===== config.mk =====
export PLATFORM = sky130hd
export DESIGN_NAME = reg_write_arbiter
export DESIGN_NICKNAME = d
export VERILOG_FILES = /design/src/rtl/regfile_pkg.sv /design/src/rtl/onehot_dec.sv /design/src/rtl/reg_write_arbiter.sv
export SDC_FILE = /design/constraint.sdc
export NUM_CORES = 1
export LEC_CHECK = 0
export ABC_AREA = 1
export CORE_MARGIN = 1
export CORE_UTILIZATION = 30
export DETAILED_ROUTE_END_ITERATION = 8
export PLACE_DENSITY = 0.72
export SETUP_SLACK_MARGIN = 0.4
export SLEW_MARGIN = 30
export SYNTH_ARGS = -nofsm -noshare
export SYNTH_HDL_FRONTEND = slang
export SYNTH_SLANG_ARGS = --single-unit

===== constraint.sdc =====
create_clock -name clk -period 1.8 [get_ports clk]
set_input_delay 0.18 -clock clk [delete_from_list [all_inputs] [get_ports clk]]
set_output_delay 0.18 -clock clk [all_outputs]
set_load 0.01 [all_outputs]

===== src/rtl/regfile_pkg.sv =====
// Shared sizing and requester-ID encoding for the register-file write path.
package regfile_pkg;

    localparam int NREG = 8;
    localparam int DW   = 8;
    localparam int AW   = 3;

    typedef enum logic {
        REQ_A = 1'b0,
        REQ_B = 1'b1
    } req_id_t;

endpackage


===== src/rtl/onehot_dec.sv =====
// Address to one-hot decoder; flags addresses that have no register behind them.
module onehot_dec #(
    parameter int AW   = 3,
    parameter int NREG = 8
) (
    input  logic [AW-1:0]   addr,
    output logic [NREG-1:0] onehot,
    output logic            out_of_range
);

    always_comb begin
        onehot       = '0;
        out_of_range = 1'b1;
        for (int i = 0; i < NREG; i++) begin
            if (addr == AW'(i)) begin
                onehot[i]    = 1'b1;
                out_of_range = 1'b0;
            end
        end
    end

endmodule


===== src/rtl/reg_write_arbiter.sv =====
// Two-requester round-robin arbiter feeding one-hot write strobes and a shared
// data bus to a bank of registers, with a one-cycle write latency.
module reg_write_arbiter #(
    parameter int NREG = regfile_pkg::NREG,
    parameter int DW   = regfile_pkg::DW,
    parameter int AW   = regfile_pkg::AW
) (
    input  logic            clk,
    input  logic            rst,
    input  logic            hold,
    input  logic            a_valid,
    input  logic [AW-1:0]   a_addr,
    input  logic [DW-1:0]   a_data,
    output logic            a_ready,
    input  logic            b_valid,
    input  logic [AW-1:0]   b_addr,
    input  logic [DW-1:0]   b_data,
    output logic            b_ready,
    output logic [NREG-1:0] reg_en,
    output logic [DW-1:0]   reg_din,
    output logic            err_addr,
    output logic [7:0]      conflict_cnt,
    output logic            rr
);

    import regfile_pkg::*;

    // Handshake: a requester transfers in any cycle where its valid and ready
    // are both high. Ready is combinational from valid, hold, rst and rr_q, is
    // never high for both requesters, and never depends on ready itself.
    // Requesters keep valid/addr/data stable until they see ready.

    req_id_t        rr_q, rr_d;
    logic           wr_valid_q;
    logic [AW-1:0]  wr_addr_q;
    logic [NREG-1:0] dec_onehot;
    logic           dec_oor;
    logic           contended;

    always_comb begin
        a_ready = 1'b0;
        b_ready = 1'b0;
        rr_d    = rr_q;
        if (!rst && !hold) begin
            if (a_valid && (!b_valid || rr_q == REQ_A)) begin
                a_ready = 1'b1;
            end else if (b_valid) begin
                b_ready = 1'b1;
            end
        end
        // Priority passes to whichever requester did not just transfer.
        if (a_ready) begin
            rr_d = REQ_B;
        end else if (b_ready) begin
            rr_d = REQ_A;
        end
    end

    always_ff @(posedge clk) begin
        if (rst) begin
            rr_q <= REQ_A;
        end else begin
            rr_q <= rr_d;
        end
    end

    assign contended = a_valid && b_valid && !hold;

    always_ff @(posedge clk) begin
        if (rst) begin
            wr_valid_q   <= 1'b0;
            wr_addr_q    <= '0;
            reg_din      <= '0;
            conflict_cnt <= '0;
        end else begin
            wr_valid_q <= a_ready || b_ready;
            if (a_ready) begin
                wr_addr_q <= a_addr;
                reg_din   <= a_data;
            end else if (b_ready) begin
                wr_addr_q <= b_addr;
                reg_din   <= b_data;
            end
            if (contended && conflict_cnt != 8'hFF) begin
                conflict_cnt <= conflict_cnt + 8'd1;
            end
        end
    end

    onehot_dec #(
        .AW   (AW),
        .NREG (NREG)
    ) u_dec (
        .addr         (wr_addr_q),
        .onehot       (dec_onehot),
        .out_of_range (dec_oor)
    );

    // Masking with rst drops a write accepted in the cycle just before reset.
    assign reg_en   = (wr_valid_q && !rst) ? dec_onehot : '0;
    assign err_addr = wr_valid_q && !rst && dec_oor;
    assign rr       = rr_q;

endmodule

==> qor.yml, run 1 <==
via_per_inst: 4.49
layout-drive-gt1-share: 0.151
placed_area_mm2: 0.00180
timing.critical_path.buf_inv: 3
placed_cells: 286
synth-seq-cells: 21
die_h_um: 66.2
syn_avg_cell_area_um2: 6.58
grt_pass1_vias: 1199
h-tree-depth: 1
drt_iter0_drc: 85
wl_um: 3050
fin_cells: 293
critPathMaxStageDelay_ns: 0.56
gp_congestion: 0.813
seq_area_frac_synth: 0.340
worstSetupStartpointType: "input port"
max_freq_mhz: 741
io_buffers: 53
path_class: "input port to output pin"
final-setup-viol-count: 0
arrival_ns: 1.17
n_antenna_cell: 0
cts_tree: "built"
postLayoutCellArea_mm2: 0.00188
post-route-drc-count: 0
fin_nets: 274
ctsHoldBuffers: 0
finalCriticalPeriod_ns: 1.35
clock_latency_ns: 0.26
worst-path-stages: 4
run_status: "finished clean"
syn_to_final_growth_pct: 51.8
firstDrtPassIters: 7
clockBufferDepth: 2
hold_depth: 2
die_area_mm2: 0.00438
fin_tns_setup_ns: 0
core_area_mm2: 0.00380
syn-num-nets: 216
dp_hpwl_um: 2250
synth_cell_types: 21
cts_sinks: 21
slowest_stage: "clkdlybuf4s50_1"
finalPower_mw: 0.995
vdd_drop_max_mv: 0.387
hp-class: "flip-flop to flip-flop"
reg2regPathDepth: 8
postSynthCellCount: 188
track_usage: 0.149
yosys_warnings: 0
finClkSkew_ns: 0.00224
hold_viol: 0
overflow: 0
num_rows: 22
drv_slew: 0
crit_family: "buffers and inverters"
cts-buffers-inserted: 3
antenna_found_initial: 0
ant_nets: 0
crit_path_end_kind: "output pin"
cap_violations: 0
grt_start_max_net_pins: 25
crit_chain: "clkdlybuf4s50_1 > nand3_4 > inv_2 > dlygate4sd2_1"
final_util: 0.494
power_density_mw_per_mm2: 530
timing.final.crit_share: 0.749
start_util: 0.325
critPathRequiredTime_ns: 1.62
dr_total_vias: 1316
rsz0062_at_grt: "true"
clk_pin_slew_worst_paths_ns: 0.08
critPathMaxFanout: 3
routedWlPerCell_um: 10.4
reg2reg_slack_ns: 0.45
grt_first_pass_wirelength_um: 5090
syn_area_mm2: 0.00124
clockRootBuffer: "clkbuf_8"
leakagePower_nw: 0.955
io_pins: 55
die_w_um: 66.2
==> registers in the layout, summed over array words and instances (netlist names) <==
name and cells:
wr_valid_q 1, wr_addr_q 3, conflict_cnt 8, rr 1
reg_din 8
==> cell families after synthesis <==
| logic type | Yosys count | share of synthesized area |
|---|---|---|
| flip-flops | 21 | 0.340 |
| buffers and inverters | 34 | 0.136 |
| AO/OA/AOI/OAI | 5 | 0.0202 |
| other | 1 | 0.00303 |
| AND/OR/NAND/NOR | 125 | 0.484 |
| adder cells (fa/ha/maj) | 1 | 0.0101 |
| XOR/XNOR | 1 | 0.00709 |
==> cell type report <==
cell class,instances,area [um2]
fillers,396,1920
clock inverters,1,5.00
clock buffers,3,41.3
flip-flops and latches,21,434
inverters,25,93.8
multi-input cells,133,661
well taps,48,60.1
repair buffers,62,582
==> power by group <==
part           switching, mW  leakage [nW]  internal, mW
clock network          0.155        0.0255         0.154
registers             0.0125         0.175         0.481
logic                 0.0867         0.755         0.106
==> synth_stat cells <==
library cell | instances | share of area
nand2_1 | 52 | 0.16
nor2_1 | 19 | 0.058
nand3_1 | 40 | 0.16
nor2_2 | 2 | 0.010
nand3_4 | 1 | 0.014
buf_6 | 3 | 0.027
inv_1 | 23 | 0.070
nor2_8 | 1 | 0.016
buf_2 | 2 | 0.0081
nand3b_1 | 1 | 0.0061
xor2_1 | 1 | 0.0071
dfxtp_1 | 21 | 0.34
nand2_4 | 3 | 0.027
inv_2 | 2 | 0.0061
conb_1 | 1 | 0.0030
nand4_1 | 4 | 0.020
buf_4 | 4 | 0.024
ha_1 | 1 | 0.010
nand3_2 | 1 | 0.0081
nor3_1 | 1 | 0.0040
a21oi_1 | 5 | 0.020
==> tightest hold or removal path, cell delays in order, from the launching register on <==
cell,delay [ns]
dfxtp_2,0.34
nand3_1,0.07
nand2_1,0.04
==> layer usage <==
metal | track usage | part of all wire | vias to the layer above
li1 | - | - | 707
met1 | 0.157 | 0.43 | 567
met2 | 0.286 | 0.49 | 40
met3 | 0.0500 | 0.071 | 2
met4 | 0.0213 | 0.0046 | 0
met5 | 0 | 0 | -
==> repair_timing <==
action / 4_1_cts / 5_1_grt
endpoints found under the setup margin: 25 / 19
setup buffers: 0 / 3
pin swaps: 0 / 2
resized for setup: 21 / 21
==> cells in the final DEF (no fill, tap or decap) <==
cell / Yosys / layout
nand2_1: 52 / 50
nand3_1: 40 / 40
clkdlybuf4s50_1: 0 / 36
inv_1: 23 / 23
nor2_1: 19 / 18
dfxtp_1: 21 / 14
buf_4: 4 / 9
a21oi_1: 5 / 5
dfxtp_2: 0 / 5
dlygate4sd2_1: 0 / 5
nand4_1: 4 / 4
dlymetal6s2s_1: 0 / 4
clkdlybuf4s15_1: 0 / 4
clkbuf_2: 0 / 4
nand2_4: 3 / 3
clkbuf_8: 0 / 3
nand2_2: 0 / 2
inv_2: 2 / 2
nor2_2: 2 / 2
dfxtp_4: 0 / 2
nor2_8: 1 / 1
nand3_4: 1 / 1
nor3_1: 1 / 1
nor2_4: 0 / 1
nand3_2: 1 / 1
xor2_1: 1 / 1
nand3b_1: 1 / 1
ha_1: 1 / 1
conb_1: 1 / 1
clkinv_2: 0 / 1
==> metrics by stage <==
step / worst slack (ns) / hold WS [ns]
floorplan: 0.476 / 0.384
global placement: -0.0504 / 0.479
detailed placement: -0.0915 / 0.477
CTS: 0.382 / 0.497
global route: 0.370 / 0.495
finish: 0.451 / 0.484
==> path summary, 6_finish.rpt <==
path / endpoint / startpoint
max: a_ready / a_valid
min: rr / rr
max reg2reg: conflict_cnt[5] / conflict_cnt[0]
min reg2reg: rr / rr
Note: power is estimated with default switching activity, not from simulation.
==> run 2, diff against run 1 <==
--- a/config.mk
+++ b/config.mk
@@ -9,7 +9,7 @@
 export CORE_MARGIN = 1
 export CORE_UTILIZATION = 30
 export DETAILED_ROUTE_END_ITERATION = 8
-export PLACE_DENSITY = 0.72
+export PLACE_DENSITY = 0.74
 export SETUP_SLACK_MARGIN = 0.4
 export SLEW_MARGIN = 30
 export SYNTH_ARGS = -nofsm -noshare
==> constraint.sdc (replaced) <==
create_clock -name clk -period 1.1 [get_ports clk]
set_input_delay 0.11 -clock clk [delete_from_list [all_inputs] [get_ports clk]]
set_output_delay 0.11 -clock clk [all_outputs]
set_load 0.01 [all_outputs]
==> run 2 against run 1 <==
  * The flow now finishes with violations (negative setup slack)
  * Via count grew 17%
  * Power grew 90%
  * Critical path depth grew 1
  * Routed wire length grew 47%
  * Count of clock-buffer cells in the layout is the same
  * Final cell count grew 11%
  * Sequential power grew 66%
  * Sequential share of layout area shrank 6.2 points
  * Clock skew grew 0.0023 ns
  * Combinational power grew to 2.8 times the previous value
  * Die area is the same
  * Utilization grew 21 points
  * Largest cell class unchanged
==> qor.yml, run 2 (synthesis gave the netlist of run 1 again) <==
routedWlPerCell_um: 13.9  # was 10.4 um
post-route-drc-count: 0  # unchanged
fin_nets: 305  # was 274
finClkSkew_ns: 0.00458  # was 0.00224 ns
cts-buffers-inserted: 3  # unchanged
core_area_mm2: 0.00380  # unchanged
final-setup-viol-count: 29  # was 0
io_pins: 55  # unchanged
h-tree-depth: 1  # unchanged
clockRootBuffer: "clkbuf_8"  # unchanged
layout_common_cells: "buf_6, nand2_1, nand3_2, buf_4"  # was nand2_1, nand3_1, clkdlybuf4s50_1, inv_1, nor2_1
startpoint: "wr_valid_q"  # was a_valid
track_usage: 0.177  # was 0.149
worst-path-stages: 5  # was 4
clk_pin_slew_worst_paths_ns: 0.09  # was 0.08 ns
power_density_mw_per_mm2: 703  # was 530 mW/mm2
wl_um: 4500  # was 3050 um
worst_hold_slack_ns: 0.418  # was 0.484 ns
reg2regPathDepth: 8  # unchanged
grt_start_max_net_pins: 25  # unchanged
overflow: 0  # unchanged
slowest_stage: "dfxtp_2"  # was clkdlybuf4s50_1
via_per_inst: 4.77  # was 4.49
arrival_ns: 1.08  # was 1.17 ns
violations: "negative setup slack"
fin_tns_setup_ns: -1.52  # was 0 ns
start_util: 0.325  # unchanged
firstDrtPassIters: 4  # was 7
io_buffers: 53  # unchanged
grt_first_pass_wirelength_um: 5950  # was 5090 um
num_rows: 22  # unchanged
finalPower_mw: 1.89  # was 0.995 mW
cts_sinks: 21  # unchanged
critPathMaxFanout: 4  # was 3
hold_viol: 0  # unchanged
worstHoldStart: "rst"  # was rr
die_w_um: 66.2  # unchanged
die_area_mm2: 0.00438  # unchanged
hold_end: "conflict_cnt[1]"  # was rr
crit_family: "simple AND/OR/NAND/NOR gates"  # was buffers and inverters
r2r-end: "conflict_cnt[7]"  # was conflict_cnt[5]
n_antenna_cell: 0  # unchanged
cts_tree: "built"  # unchanged
timing.critical_path.buf_inv: 2  # was 3
largestRegisters: "conflict_cnt (8), reg_din (8), wr_addr_q (3)"  # unchanged
finalCriticalPeriod_ns: 1.19
timing.final.crit_share: 1.09
place_worst_setup_slack_ns: -0.602  # was -0.0915 ns
vdd_drop_max_mv: 0.530  # was 0.387 mV
setup_ws_ns: -0.0944  # was 0.451 ns
drt_iter0_drc: 74  # was 85
die_h_um: 66.2  # unchanged
layout-drive-gt1-share: 0.620  # was 0.151
clockBufferDepth: 2  # unchanged
cap_violations: 0  # unchanged
hold_depth: 4  # was 2
rsz0062_at_grt: "true"  # unchanged
crit_path_end_kind: "output pin"  # unchanged
critPathRequiredTime_ns: 0.99  # was 1.62 ns
drv_slew: 0  # unchanged
ant_nets: 0  # unchanged
final_common_cell: "buf_6"  # was nand2_1
crit_chain: "inv_2 > nor2_4 > nand2_4 > nor2_4 > buf_6"  # was clkdlybuf4s50_1 > nand3_4 > inv_2 > dlygate4sd2_1
worstSetupStartpointType: "flip-flop"  # was input port
gp_congestion: 0.753  # was 0.813
dr_total_vias: 1546  # was 1316
dp_hpwl_um: 2490  # was 2250 um
hp-class: "input port to flip-flop"  # was flip-flop to flip-flop
path_class: "flip-flop to output pin"  # was input port to output pin
syn_to_final_growth_pct: 117  # was 51.8%
rr_startpoint: "conflict_cnt[1]"  # was conflict_cnt[0]
grt_pass1_vias: 1385  # was 1199
reg2reg_slack_ns: -0.09  # was 0.45 ns
cp_common_cell: "nor2_4"
clock_latency_ns: 0.26  # about the same
max_freq_mhz: 837
run_status: "complete, but fails checks"  # was finished clean
leakagePower_nw: 1.29  # was 0.955 nW
antenna_found_initial: 0  # unchanged
critPathMaxStageDelay_ns: 0.33  # was 0.56 ns
run 2: worst reg2reg max path: cells and delay by family, from the launching register on:
family / cells / cell delay (ns)
AND/OR/NAND/NOR: 7 / 0.59
flip-flops: 1 / 0.37
adder cells (fa/ha/maj): 1 / 0.14
run 2: power breakdown:
group	switching (mW)	internal, mW
sequential	0.0317	0.788
combinational	0.252	0.285
clock	0.279	0.253
run 2: stage by stage:
| step | utilization | cell area (um2) | instances |
|---|---|---|---|
| after floorplan | - | 1380 | 188 |
| after global placement | 0.551 | 2090 | 306 |
| after detailed placement | 0.551 | 2090 | 306 |
| after CTS | 0.623 | 2360 | 315 |
| after global routing | 0.707 | 2690 | 324 |
| final | 0.707 | 2690 | 324 |
run 2: routing by layer:
layer  share of wire  up-vias  GRT usage
met5               0        -          0
met1            0.37      722      0.186
li1                -      773          -
met2            0.57       43      0.347
met4           0.019        0     0.0372
met3           0.045        8     0.0448
run 2: how the worst max path moves through the flow:
stage | end | slack [ns]
6_report | reg_en[7] | -0.09
5_1_grt | conflict_cnt[7] | -0.19
4_1_cts | reg_en[7] | -0.11
3_5_place_dp | b_ready | -0.60
3_3_place_gp | b_ready | -0.60
2_1_floorplan | conflict_cnt[7] | -0.07
run 2: repair_timing:
item,4_1_cts,5_1_grt
endpoints found under the hold margin,0,0
buffers inserted,3,6
endpoints found under the setup margin,48,48
resized for setup,188,51
cloned,2,3
pin swaps,14,31
hold buffers,0,0
run 2: final cells by class:
| cell class | count | area, um2 |
|---|---|---|
| clock buffers | 3 | 41.3 |
| clock inverters | 1 | 5.00 |
| fillers | 292 | 1110 |
| inverters | 25 | 101 |
| multi-input cells | 134 | 1080 |
| flip-flops and latches | 21 | 455 |
| well taps | 48 | 60.1 |
| repair buffers | 92 | 938 |
==> run 3, diff against run 2 <==
--- a/config.mk
+++ b/config.mk
@@ -6,7 +6,7 @@
 export NUM_CORES = 1
 export LEC_CHECK = 0
 export ABC_AREA = 1
-export CORE_MARGIN = 1
+export CORE_MARGIN = 2
 export CORE_UTILIZATION = 30
 export DETAILED_ROUTE_END_ITERATION = 8
 export PLACE_DENSITY = 0.74
==> constraint.sdc (replaced) <==
create_clock -name clk -period 1.1 [get_ports clk]
set_input_delay 0.11 -clock clk [delete_from_list [all_inputs] [get_ports clk]]
set_output_delay 0.11 -clock clk [all_outputs]
set_load 0.005 [all_outputs]
==> run 3 against run 2 <==
  * The run still ends with negative setup slack left
  * Fmax is 6.4% lower
  * Die area increased by 6.1%
  * Sequential share of layout area shrank 0.22 points
  * Via count is 5.8% higher
==> qor.yml, run 3 (synthesis gave the netlist of run 1 again) <==
run_status: "complete, but fails checks"  # unchanged
violations: "negative setup slack"  # unchanged
die_area_mm2: 0.00465  # was 0.00438 mm2
crit_path_end_kind: "flip-flop"  # was output pin
fin_nets: 324  # was 305
clockRootBuffer: "clkbuf_8"  # unchanged
syn_to_final_growth_pct: 119  # was 117%
startpoint: "conflict_cnt[0]"  # was wr_valid_q
final_util: 0.681  # was 0.707
clock_latency_ns: 0.27  # was 0.26 ns
firstDrtPassIters: 4  # unchanged
wl_um: 4710  # was 4500 um
hold_viol: 0  # unchanged
vdd_drop_max_mv: 0.386  # was 0.530 mV
timing.critical_path.buf_inv: 1  # was 2
arrival_ns: 1.44  # was 1.08 ns
cp_common_cell: "nand2_4"  # was nor2_4
reg2regPathDepth: 9  # was 8
critPathMaxFanout: 5  # was 4
clk_pin_slew_worst_paths_ns: 0.09  # about the same
r2r-end: "conflict_cnt[7]"  # unchanged
worstSetupStartpointType: "flip-flop"  # unchanged
reg2reg_slack_ns: -0.18  # was -0.09 ns
crit_chain: "buf_6 > ha_4 > nand2_4 > nor2_4 > nand2_4 > nand2_4 > nor2_2 > nor2_1 > nor2_1"  # was inv_2 > nor2_4 > nand2_4 > nor2_4 > buf_6
h-tree-depth: 1  # unchanged
layout_common_cells: "nand2_1, buf_4, buf_6, nand3_2"  # was buf_6, nand2_1, nand3_2, buf_4
dr_total_vias: 1635  # was 1546
clockBufferDepth: 2  # unchanged
num_rows: 23  # was 22
via_per_inst: 4.74  # was 4.77
timing.final.crit_share: 1.16  # was 1.09
drt_iter0_drc: 56  # was 74
crit_family: "simple AND/OR/NAND/NOR gates"  # unchanged
io_buffers: 53  # unchanged
cap_violations: 0  # unchanged
worst_hold_slack_ns: 0.390  # was 0.418 ns
critPathMaxStageDelay_ns: 0.36  # was 0.33 ns
routedWlPerCell_um: 13.7  # was 13.9 um
core_area_mm2: 0.00397  # was 0.00380 mm2
io_pins: 55  # unchanged
fin_tns_setup_ns: -3.82  # was -1.52 ns
path_class: "flip-flop to flip-flop"  # was flip-flop to output pin
setup_ws_ns: -0.176  # was -0.0944 ns
final_common_cell: "nand2_1"  # was buf_6
hp-class: "input port to flip-flop"  # unchanged
worstHoldStart: "rst"  # unchanged
leakagePower_nw: 1.36  # was 1.29 nW
die_w_um: 68.2  # was 66.2 um
layout-drive-gt1-share: 0.593  # was 0.620
power_density_mw_per_mm2: 696  # was 703 mW/mm2
die_h_um: 68.2  # was 66.2 um
finalCriticalPeriod_ns: 1.28  # was 1.19 ns
hold_depth: 3  # was 4
grt_first_pass_wirelength_um: 6670  # was 5950 um
final-setup-viol-count: 30  # was 29
max_freq_mhz: 783  # was 837 MHz
post-route-drc-count: 0  # unchanged
hold_end: "conflict_cnt[0]"  # was conflict_cnt[1]
cts_sinks: 21  # unchanged
n_antenna_cell: 0  # unchanged
critPathRequiredTime_ns: 1.27  # was 0.99 ns
grt_start_max_net_pins: 13  # was 25
finalPower_mw: 1.88  # was 1.89 mW
start_util: 0.311  # was 0.325
grt_pass1_vias: 1408  # was 1385
track_usage: 0.193  # was 0.177
gp_congestion: 0.735  # was 0.753
dp_hpwl_um: 2470  # was 2490 um
overflow: 0  # unchanged
largestRegisters: "conflict_cnt (8), reg_din (8), wr_addr_q (3)"  # unchanged
slowest_stage: "dfxtp_4"  # was dfxtp_2
drv_slew: 0  # unchanged
finClkSkew_ns: 0.00552  # was 0.00458 ns
ant_nets: 0  # unchanged
rsz0062_at_grt: "true"  # unchanged
cts-buffers-inserted: 3  # unchanged
rr_startpoint: "conflict_cnt[0]"  # was conflict_cnt[1]
antenna_found_initial: 0  # unchanged
cts_tree: "built"  # unchanged
-- run 3: cell types whose count changed in the layout (fill, tap and decap cells not counted), moves of 2 or more --
cell	before	now
nand3_2	25	23
buf_4	23	34
buf_16	0	3
a21oi_2	2	4
clkbuf_16	2	0
nor2_4	8	3
buf_6	34	31
nand2_4	9	5
nand2_2	14	8
buf_2	3	16
nor2_1	9	13
nand2_1	33	43
-- run 3: worst max path at each step --
stage	cells after the start	end	slack, ns
6_report	9	conflict_cnt[7]	-0.18
4_1_cts	6	reg_en[1]	-0.18
5_1_grt	9	conflict_cnt[7]	-0.27
2_1_floorplan	8	conflict_cnt[7]	-0.05
3_3_place_gp	6	b_ready	-0.53
3_5_place_dp	6	b_ready	-0.55
-- run 3: through the flow --
| step | instance area (um2) | setup WS, ns | instances |
|---|---|---|---|
| after CTS | 2460 | -0.185 | 337 |
| after global placement | 1960 | -0.529 | 303 |
| final | 2710 | -0.176 | 345 |
| after floorplan | 1300 | -0.0537 | 188 |
| after global routing | 2710 | -0.269 | 345 |
| after detailed placement | 1960 | -0.550 | 303 |
-- run 3: layout make-up --
class | instances | area [um2]
tap | 50 | 62.6
multi-input combinational | 134 | 1000
sequential | 21 | 453
inverter | 25 | 98.8
clock inverter | 1 | 5.00
timing repair buffer | 111 | 1040
fill | 316 | 1260
clock buffer | 3 | 41.3
-- run 3: where the power goes --
part           total [mW]  switching [mW]  internal, mW
clock               0.534           0.280         0.253
combinational       0.536           0.235         0.301
sequential          0.813          0.0246         0.788
-- run 3: worst min-delay path, cell delays in order --
cell and delay, ns:
dlygate4sd2_1 0.30, buf_4 0.18, a21oi_2 0.03
-- run 3: per-layer routing --
metal	part of all wire	global-route usage	wire [um]
met1	0.40	0.230	1900
met2	0.55	0.363	2570
met3	0.036	0.0296	168
met4	0.016	0.0375	76
met5	0	0	0
-- run 3: repair_timing --
action                     in CTS  in global routing
pin swaps                      20                 21
cloned                          5                  0
setup endpoints to repair      48                 48
buffers inserted               25                  8
hold buffers                    0                  0
resized for setup             193                 39
